`src/rtl/conv_window_ctrl.sv`:
```
// Sequencer for a KxK convolution window shift register: accepts a raster pixel stream,
// tracks row/column and flags complete windows. Optional backpressure via `WIN_STALL_EN.
module conv_window_ctrl #(
    parameter int DATA_W = 9,
    parameter int IMG_W  = 8,
    parameter int IMG_H  = 8,
    parameter int K      = 3,
    parameter int CW     = $clog2(IMG_W),
    parameter int RW     = $clog2(IMG_H)
) (
    input  logic              clk,
    input  logic              rst,
    input  logic              start,
    input  logic              in_valid,
    output logic              in_ready,
    input  logic [DATA_W-1:0] in_data,
    output logic              shift_en,
    output logic [DATA_W-1:0] pix_out,
    output logic              win_valid,
    input  logic              out_ready,
    output logic [RW-1:0]     win_row,
    output logic [CW-1:0]     win_col,
    output logic              busy,
    output logic              frame_done
);

    typedef enum logic [1:0] {
        IDLE = 2'd0,
        FILL = 2'd1,
        RUN  = 2'd2,
        DONE = 2'd3
    } state_t;

    localparam logic [CW-1:0] COL_LAST  = CW'(IMG_W - 1);
    localparam logic [RW-1:0] ROW_LAST  = RW'(IMG_H - 1);
    localparam logic [CW-1:0] COL_FIRST = CW'(K - 1);
    localparam logic [RW-1:0] ROW_FIRST = RW'(K - 1);

    state_t        state;
    logic [RW-1:0] row;
    logic [CW-1:0] col;
    logic          stall;
    logic          accept;
    logic          win_hit;
    logic          last_pix;
    logic          fill_end;

`ifdef WIN_STALL_EN
    assign stall = win_valid & ~out_ready;
`else
    logic unused_out_ready;
    assign unused_out_ready = out_ready;
    assign stall = 1'b0;
`endif

    assign busy     = (state == FILL) || (state == RUN);
    assign in_ready = busy & ~stall;
    assign accept   = in_valid & in_ready;
    assign shift_en = accept;
    assign pix_out  = in_data;

    // A window is complete only when the accepted pixel is at least K-1 into both axes,
    // which also excludes windows that would straddle a row boundary.
    assign win_hit  = (row >= ROW_FIRST) && (col >= COL_FIRST);
    assign last_pix = (row == ROW_LAST) && (col == COL_LAST);
    assign fill_end = (row == ROW_FIRST) && (col == COL_FIRST);

    always_ff @(posedge clk) begin
        if (rst) begin
            state      <= IDLE;
            row        <= '0;
            col        <= '0;
            win_valid  <= 1'b0;
            win_row    <= '0;
            win_col    <= '0;
            frame_done <= 1'b0;
        end else begin
            if (!stall) begin
                if (accept && win_hit) begin
                    win_valid <= 1'b1;
                    win_row   <= row - ROW_FIRST;
                    win_col   <= col - COL_FIRST;
                end else begin
                    win_valid <= 1'b0;
                end
            end

            if (accept) begin
                if (col == COL_LAST) begin
                    col <= '0;
                    row <= (row == ROW_LAST) ? '0 : row + RW'(1);
                end else begin
                    col <= col + CW'(1);
                end
            end

            // DONE holds while a stalled final window is still waiting downstream.
            case (state)
                IDLE: begin
                    frame_done <= 1'b0;
                    if (start) begin
                        state <= FILL;
                        row   <= '0;
                        col   <= '0;
                    end
                end
                FILL: begin
                    frame_done <= 1'b0;
                    if (accept && fill_end) state <= RUN;
                end
                RUN: begin
                    if (accept && last_pix) begin
                        state      <= DONE;
                        frame_done <= 1'b1;
                    end else begin
                        frame_done <= 1'b0;
                    end
                end
                DONE: begin
                    if (!stall) begin
                        state      <= IDLE;
                        frame_done <= 1'b0;
                    end
                end
                default: begin
                    state      <= IDLE;
                    frame_done <= 1'b0;
                end
            endcase
        end
    end

endmodule

```
`config.mk`:
```
export PLATFORM = sky130hd
export DESIGN_NAME = conv_window_ctrl
export DESIGN_NICKNAME = d
export VERILOG_FILES = /design/src/rtl/conv_window_ctrl.sv
export SDC_FILE = /design/constraint.sdc
export NUM_CORES = 1
export LEC_CHECK = 0
export CELL_PAD_IN_SITES_DETAIL_PLACEMENT = 1
export CELL_PAD_IN_SITES_GLOBAL_PLACEMENT = 1
export CORE_MARGIN = 4
export CORE_UTILIZATION = 31
export DETAILED_ROUTE_END_ITERATION = 12
export GPL_ROUTABILITY_DRIVEN = 0
export GPL_TIMING_DRIVEN = 0
export PLACE_DENSITY_LB_ADDON = 0.1
export SYNTH_ARGS = -nofsm -noshare
export SYNTH_HDL_FRONTEND = slang
export SYNTH_SLANG_ARGS = --single-unit
```
`constraint.sdc`:
```
create_clock -name clk -period 2.5 [get_ports clk]
set_clock_uncertainty 0.2 [all_clocks]
set_input_delay 0.625 -clock clk [delete_from_list [all_inputs] [get_ports clk]]
set_output_delay 0.625 -clock clk [all_outputs]
set_load 0.1 [all_outputs]
```
==> run summary <==
In the synthesized netlist the dominant register cell turns out to be dfxtp_1. At the pin with the least slew margin, the transition time is 0.965 ns. The mapped netlist covers 910 sq um. TritonCTS built the clock tree. The worst flop-to-flop path startpoint was state[1]. The worst setup path is captured at an output port.

Final hold analysis gives a worst-case slack of 0.306 ns. Summed over all cells, the static leakage comes to 0.547 nW. The standard cell core area is 0.00278 sq mm. The run finished with clean final reports. CTS placed an instance of clkbuf_4 at the clock tree root.

Entering global routing, the biggest net connects 11 pins. Of the total power, the clock network draws 12.9%. For this block, the routed nets add up to 1.92 mm of wire. For this run, the total global-route usage over all layers was measured as 11.4%. Via count of the first global-routing pass: 772.

The clock-pin slew of the registers on the worst-case setup and hold paths came out at 0.09 ns. Of the total power, the share spent switching nets is 52.6%. Dividing the synthesized area by the synthesized cell count gives 9.48 sq um. Initial antenna violation count: 0. In the post-route analysis, the smallest setup slack over all paths is 0.0841 ns. Height of the die: 62.2 um. For the max-capacitance violation count, the log shows 0.

Setup repair after global routing left no endpoint under its margin. The worst setup path is launched from a flop. Number of max-slew violations in the final report: 0.

For this run, the top clock speed supported by timing is 414 MHz. After detailed placement, the design holds a cell count of 150. Global routing consumed, on the met3 layer, 4.68% of the routing resources.

The number of DRC markers after the initial detailed-route iteration was 4. Counting along the longest clock path gives a buffer depth of 2. The relative slew slack is 35.9%, and the total number of yosys warnings is 0. The fraction of synthesis flops using an asynchronous set or reset pin is 0%. For the sequential element share of the synthesized area, the log shows 35.2%. By area the synthesized netlist is led by dfxtp_1, ha_1, buf_4.

The min-delay analysis places its worst path in the category reg -> reg. In this run the post-CTS setup repair buffer count came out at 0. Summed over all failing endpoints, the final setup total negative slack is 0 ns.

The count of placed standard cells in the final layout, fillers left out is 153. Total congestion overflow after global routing: 0. The post-placement setup slack came out at -0.884 ns.

The first-pass GRT wire length was 3.56 mm; the clock period minus final worst setup slack was 2.42 ns. The setup path with the least slack is of type reg -> out. The hold violation count in the final report came out at 0. The most frequently used cell type in the post-synthesis netlist was dfxtp_1. The area share of the largest cell type after synthesis is 35.2%, and the number of flops mapped to enable cells by yosys is 0.

Library cell with the largest summed area after synthesis: dfxtp_1. Synthesis handed over a netlist of 96 instances. CTS saw 16 sinks. The run gives 0.000544 W as the net switching power.

The worst hold path begins at win_col[0]. Detailed placement finished with a half-perimeter wire length of 1.60 mm. The tools report the worst path arrival time as 1.59 ns. The floorplan step defined a die boundary enclosing 0.00387 sq mm. Of all nets on the critical path, the largest fanout is 5.

Critical path launch point: state[1]. The internal cell power was 0.000490 W. The clock reaches the later pin of the worst-skew pair after 0.28 ns.

The share of post-route cells with drive strength above 1 is 21.3%. The commonest cells after synthesis are dfxtp_1, ha_1, nor2_1. The count of nets left with antenna violations once routing finished came out at 0. The flip-flop and latch count after synthesis is 16. The initial utilization of the core area, before any placement, comes to 32.7%.

For this run, the post-layout net count is 149. Synthesis instantiated 24 different standard cells from the library. For this run, global-route usage on met1 was measured as 13.5%. For the final setup violation count, the log shows 0.

Proportion of power drawn by combinational gates: 58.8%. The final routed wire length divided by cell count was 12.5 um. For this run, design rule violations remaining after detail routing come to 0. The depth of the CTS H-tree was 1.

When the netlist entered floorplanning its net count stood at 121. The number of vias per cell after detailed routing came out at 4.71. The tools report the count of boundary I/O pins as 34. In this run the tool buffered the top-level ports with 23 buffer cells. The worst path required time was 1.67 ns; the worst IR drop on VDD was 0.635 mV. For this block, the via count after detailed routing is 721.

Ratio of final minimum period to clock period: 96.6%. From synthesis to final layout, the design area changed by 31.5%. Per report_power, the sequential group accounts for 28.3% of the total.

In this run, CTS created clock tree buffers numbering 3. In this run the core area contains 19 standard-cell rows. met2 is the most crowded layer. The pre-antenna-repair detailed-routing pass consisted of 4 iterations. In this run the horizontal extent of the chip is 62.2 um.

The met2 layer usage reported by global route was 17.7%; the post-layout total power was 0.00103 W. For this design, the CTS-stage hold fixing added 0 buffers. For this design the ratio of total power to cell area is 864 mW/mm^2. The number of antenna cells inserted was 0.
==> flip-flops by register name (all words and copies together) (netlist names) <==
| register | flops |
|---|---|
| frame_done | 1 |
| state | 2 |
| win_valid | 1 |
| col | 3 |
| win_col | 3 |
| win_row | 3 |
| row | 3 |
==> worst max-delay path, stage by stage (launching register included) <==
cell and delay, ns:
dfxtp_1 0.38, inv_1 0.10, ha_4 0.31, buf_4 0.10, buf_2 0.41
==> placed cells by master (no fill, tap or decap) <==
cell	count
a211oi_2	4
a21o_1	1
a21oi_1	5
a221oi_4	1
buf_2	2
buf_4	10
buf_6	1
buf_8	1
clkbuf_1	1
clkbuf_4	3
clkdlybuf4s50_1	3
clkinvlp_4	1
dfxtp_1	16
dlygate4sd2_1	17
ha_1	10
ha_4	1
inv_1	8
mux2i_1	5
nand2_1	4
nand2_4	1
nand2b_1	5
nand2b_4	1
nand3_1	2
nor2_1	11
nor2b_1	1
nor3_1	2
nor4b_1	1
o21ai_0	1
o21bai_1	1
o31ai_1	1
or3_1	1
==> power by group through the flow <==
| stage | Combinational [W] | Clock [W] | Sequential (W) |
|---|---|---|---|
| 6_report | 0.000608 | 0.000133 | 0.000292 |
| 5_1_grt | 0.000641 | 0.000157 | 0.000295 |
| 4_1_cts | 0.000607 | 0.000143 | 0.000293 |
| 3_5_place_dp | 0.000625 | 0 | 0.000298 |
| 3_3_place_gp | 0.000618 | 0 | 0.000296 |
| 2_1_floorplan | 0.000522 | 0 | 0.000292 |
==> area by class of cell <==
cell class	instances	area (sq um)
Tap cell	31	38.8
Multi-Input combinational cell	59	483
Clock buffer	3	22.5
Sequential cell	16	320
Inverter	9	37.5
Fill cell	344	1590
Buffer	12	90.1
Timing Repair Buffer	23	204
==> path summary, 6_finish.rpt <==
check,end,slack (ns),cells past startpoint
max,in_ready,0.08,4
min,win_col[0],0.31,2
max reg2reg,win_row[0],0.60,7
min reg2reg,win_col[0],0.31,2
==> through the flow <==
step / area [sq um] / util [%]
4_1_cts: 1190 / 42.9
2_1_floorplan: 926 / -
6_report: 1200 / 43.0
3_5_place_dp: 1190 / 43.0
3_3_place_gp: 1190 / 43.0
5_1_grt: 1200 / 43.0
==> metal layers <==
metal	wire (um)	part of all wire, %
met1	868	45
met2	848	44
met3	162	8.4
met4	40	2.1
met5	0	0
==> kinds of logic (layout without fill, tap and decap cells) <==
logic type	Yosys count	count (layout)	share of synthesized area [%]
compound gates	14	14	14.2
mux	5	5	5.50
simple gates	29	29	16.4
flops	16	16	35.2
buf+inv	21	47	13.6
fa+ha+maj	11	11	15.1
==> what timing repair did <==
action,in CTS,in global routing
endpoints found under the setup margin,20,2
resized for setup,32,4
cloned,0,0
endpoints found under the hold margin,0,0
No activity file was read; power rests on OpenSTA's default activity.
==> variant 1, RTL diff (same settings) <==
Build with the macro `WIN_STALL_EN` defined.
--- a/src/rtl/conv_window_ctrl.sv
+++ b/src/rtl/conv_window_ctrl.sv
@@ -1,5 +1,7 @@
 // Sequencer for a KxK convolution window shift register: accepts a raster pixel stream,
 // tracks row/column and flags complete windows. Optional backpressure via `WIN_STALL_EN.
+`define WIN_STALL_EN
+
 module conv_window_ctrl #(
     parameter int DATA_W = 9,
     parameter int IMG_W  = 8,
Function: same outputs for any inputs over 10 cycles, from zero or initial values and one cycle with rst high; that may be too few to reach the edited logic, so the function may still have changed.
==> variant 1 against the original RTL <==
Die area up 3.6%. Worst hold slack worse by 0.037 ns. Via count up 19%. Sequential cell count unchanged. Design area up 8.7%. Power up 20%. Routed wire length up 26%. Synthesized area up 4.1%. Setup slack better by 0.039 ns.
==> variant 1: results (changes against the original RTL) <==
### Detailed routing
- **sum of met2 wire segment lengths after detailed routing** 1190 um, +40%
- **post-detailed-route wirelength per cell** 14.4 um, +15%
- **per-cell via count in the routed design** 5.13, +8.8%
- **Iter 0 DRT Violations** 15, +11
- **detailed-routing iteration count for the pre-antenna-repair pass** 4, unchanged
- **routed length on met3** 153 um, -5.6%
- **M1 WL** 1060 um, +22%

### Worst setup path
- **data arrival time at the worst-slack endpoint** 1.55 ns, -0.04 ns
- **cell with the largest stage delay on the worst path** dfxtp_2
- **delay of the slowest cell on the worst path** 0.36 ns, -0.05 ns
- **largest fanout on the critical path** 13, +8
- **Reg2Reg Depth** 6, -1

### Synthesis
- **count of cell types in the netlist** 30, +25%
- **number of synthesis warnings** 0, unchanged
- **Seq/Total Area, Yosys** 33.8%, -1.4 points
- **number of cells produced by synthesis** 107, +11%
- **leading post-synthesis cells by instance count** dfxtp_1, a21oi_1, ha_1
- **biggest area contributors in the synthesized netlist** dfxtp_1, ha_1, a21oi_1
- **syn nets** 133, +9.9%

### Final layout
- **number of fillers in the final layout** 332, -3.5%
- **Area growth syn-to-layout** 37.3%
- **share of cells above drive strength 1** 25.0%, +3.7 points
- **final cell count without fillers** 167, +9.2%
- **final layout net count** 163, +9.4%
- **ANT cells** 0, unchanged

### Placement
- **worst slack, placed** -1.40 ns, -0.516 ns
- **Final HPWL DP** 1930 um, +20%
- **placed cell areas** 0.00125 mm2, +4.7%
- **Port Buf Inserts** 24, +4.3%

### Clock network
- **buffer depth of the longest clock path** 2, unchanged

### Power and ir drop
- **fraction of power spent switching nets** 50.6%, -2.0 points
- **sequential-cell power consumption** 0.304 mW, +4%
- **worst ir drop on vdd** 0.516 mV, -19%
- **power dissipated by switching net loads** 0.626 mW, +15%
- **power share of the combinational group** 61.4%, +2.6 points
- **leakage power** 0.550 nW, +0.56%

### GRT
- **via count of the first global-routing pass** 905, +17%
- **first-pass GRT wire length** 4280 um, +20%
- **Overall Global Routing Usage** 13.4%, +2.1 points

### Status
- **run status** finished, final reports clean

### STA
- **setup violators final** 0, unchanged
- **normalized max-slew margin** 35.7%, -0.18 points

-- variant 1: changes by cell type after synthesis, sizes merged, moves of 3 or more --
cell | unedited run | this run
a21oi | 5 | 14
mux2i | 5 | 1
nand2 | 5 | 8
nand3 | 2 | 5
nor2 | 11 | 2
-- variant 1: layout make-up --
class                   count  share of cell area [%]
flip-flops and latches     16                    25.1
repair buffers             26                    19.2
inverters                  10                    3.08
multi-input cells          70                    41.3
plain buffers              10                    5.58
clock buffers               4                    2.79
well taps                  31                    2.98
-- variant 1: cell families after synthesis --
kind of cell | Yosys count | synth area share [%]
adder cells (fa/ha/maj) | 12 | 15.9
multiplexers | 1 | 1.06
AND/OR/NAND/NOR | 29 | 18.4
AO/OA/AOI/OAI | 28 | 18.9
flip-flops | 16 | 33.8
buffers and inverters | 21 | 12.0
-- variant 1: what timing repair did --
action / CTS / global route
endpoints found under the hold margin: 0 / 0
resized for setup: 48 / 1
setup endpoints to repair: 20 / 1
pin swaps: 2 / 0
setup buffers: 2 / 0
-- variant 1: per-layer routing --
metal  global-route usage (%)  vias to the layer above
met5                        0                        -
met4                     5.66                        0
met3                     2.84                        2
met2                     23.5                       26
met1                     15.8                      405
li1                         -                      423
-- variant 1: path summary, 6_finish.rpt --
kind                                               from                 endpoint  slack (ns)
worst max-delay path              state[0]$_SDFFE_PP0P_                 shift_en        0.12
worst max register to register    state[0]$_SDFFE_PP0P_    state[0]$_SDFFE_PP0P_        0.29
worst min-delay path            frame_done$_SDFFE_PP0N_  frame_done$_SDFFE_PP0N_        0.27
worst min register to register  frame_done$_SDFFE_PP0N_  frame_done$_SDFFE_PP0N_        0.27
==> variant 2, RTL diff (same flow settings) <==
Made on the original files. The 4 states of `state_t` get a one-hot encoding in 4 bits.
--- a/src/rtl/conv_window_ctrl.sv
+++ b/src/rtl/conv_window_ctrl.sv
@@ -24,11 +24,11 @@
     output logic              frame_done
 );
 
-    typedef enum logic [1:0] {
-        IDLE = 2'd0,
-        FILL = 2'd1,
-        RUN  = 2'd2,
-        DONE = 2'd3
+    typedef enum logic [3:0] {
+        IDLE = 4'b0001,
+        FILL = 4'b0010,
+        RUN  = 4'b0100,
+        DONE = 4'b1000
     } state_t;
 
     localparam logic [CW-1:0] COL_LAST  = CW'(IMG_W - 1);
Check against the original RTL: no difference found for any inputs over 10 cycles, from zero or initial values and one cycle with rst high; not proved beyond that.
==> variant 2 against the original RTL <==
Synthesized area increased by 11%. Sequential cell count increased by 2. Critical path type unchanged. Routed wire length increased by 16%. Design area increased by 10%. Setup slack improved by 0.045 ns. Largest cell class unchanged. Synthesized cell count increased by 7.3%. Highest routed layer unchanged.
Power is not compared: it rests on default switching activity, and its combinational part moved more than twofold at a synthesized area within 25%.
==> variant 2: results (changes against the original RTL) <==
### Status
- **run status** finished, final reports clean

### Final layout
- **final layout net count** 153, +2.7%
- **combined area of the multi-input logic cells** 544 um2, +13%
- **share of cells above drive strength 1** 20.8%, -0.54 points
- **number of fillers in the final layout** 369, +7.3%

### Placement
- **Final HPWL DP** 1790 um, +12%
- **worst slack, placed** -0.912 ns, -0.0280 ns
- **placed cell areas** 0.00130 mm2, +9.0%

### Detailed routing
- **Iter 0 DRT Violations** 21, +17
- **post-detailed-route wirelength per cell** 12.9 um, +2.4%
- **M1 WL** 993 um, +14%
- **sum of met2 wire segment lengths after detailed routing** 1100 um, +30%
- **routed length on met3** 127 um, -22%

### STA
- **maximum operating frequency** 422 MHz, +1.9%
- **normalized max-slew margin** 36.3%, +0.39 points

### Synthesis
- **syn nets** 125, +3.3%
- **number of cells produced by synthesis** 103, +7.3%
- **count of cell types in the netlist** 27, +13%
- **Seq/Total Area, Yosys** 35.6%, +0.34 points

### GRT
- **via count of the first global-routing pass** 861, +12%
- **first-pass GRT wire length** 3790 um, +6.4%

### Worst setup path
- **data arrival time at the worst-slack endpoint** 1.55 ns, -0.04 ns
- **family with the most delay on the worst path** flip-flops
- **delay of the slowest cell on the worst path** 0.43 ns, +0.02 ns
- **setup slack of the worst register-to-register path** 0.56 ns, -0.04 ns
- **cell with the largest stage delay on the worst path** dfxtp_1

[variant 2: cell count changes after synthesis, sizes merged, moves of 3 or more]
cell    unedited run  this run
a211oi             4         0
nor4bb             0         3
mux2               0         4
ha                11         8
nor2b              1         6
nor2              11         8
nand2              5         8
[variant 2: cell type report]
cell class | instances | area share (%)
multi-input combinational | 66 | 41.2
sequential | 18 | 27.3
timing repair buffer | 23 | 16.0
buffer | 11 | 5.97
tap | 44 | 4.17
clock buffer | 4 | 2.75
inverter | 8 | 2.56
[variant 2: timing repair]
action	CTS	global route
setup endpoints to repair	20	2
pin swaps	0	1
resized for setup	37	2
[variant 2: cells by family (layout without fill, tap and decap cells)]
logic type / Yosys count / count (layout) / synth area share, %
simple gates: 40 / 40 / 23.8
flops: 18 / 18 / 35.6
buf+inv: 19 / 46 / 10.7
mux: 8 / 8 / 9.88
xor+xnor: 2 / 2 / 2.47
compound gates: 8 / 8 / 7.65
fa+ha+maj: 8 / 8 / 9.88
[variant 2: routing by layer]
metal,GRT usage [%],vias to the layer above
met5,0,-
li1,-,390
met1,13.5,371
met4,3.89,0
met3,2.56,2
met2,20.0,23
[variant 2: power groups by stage]
stage                     Sequential, mW  Combinational (mW)  Clock (mW)
after global placement             0.303               0.148           0
after global routing               0.298               0.152       0.210
after floorplan                    0.302               0.117           0
after detailed placement           0.304               0.150           0
after CTS                          0.297               0.144       0.194
final                              0.297               0.143       0.184
[variant 2: worst paths after layout]
path                                   to  depth (start not counted)
setup / recovery                     busy                          4
hold / removal    win_col[0]$_SDFFE_PP0P_                          2
setup reg to reg  win_col[1]$_SDFFE_PP0P_                          4
hold reg to reg   win_col[0]$_SDFFE_PP0P_                          2
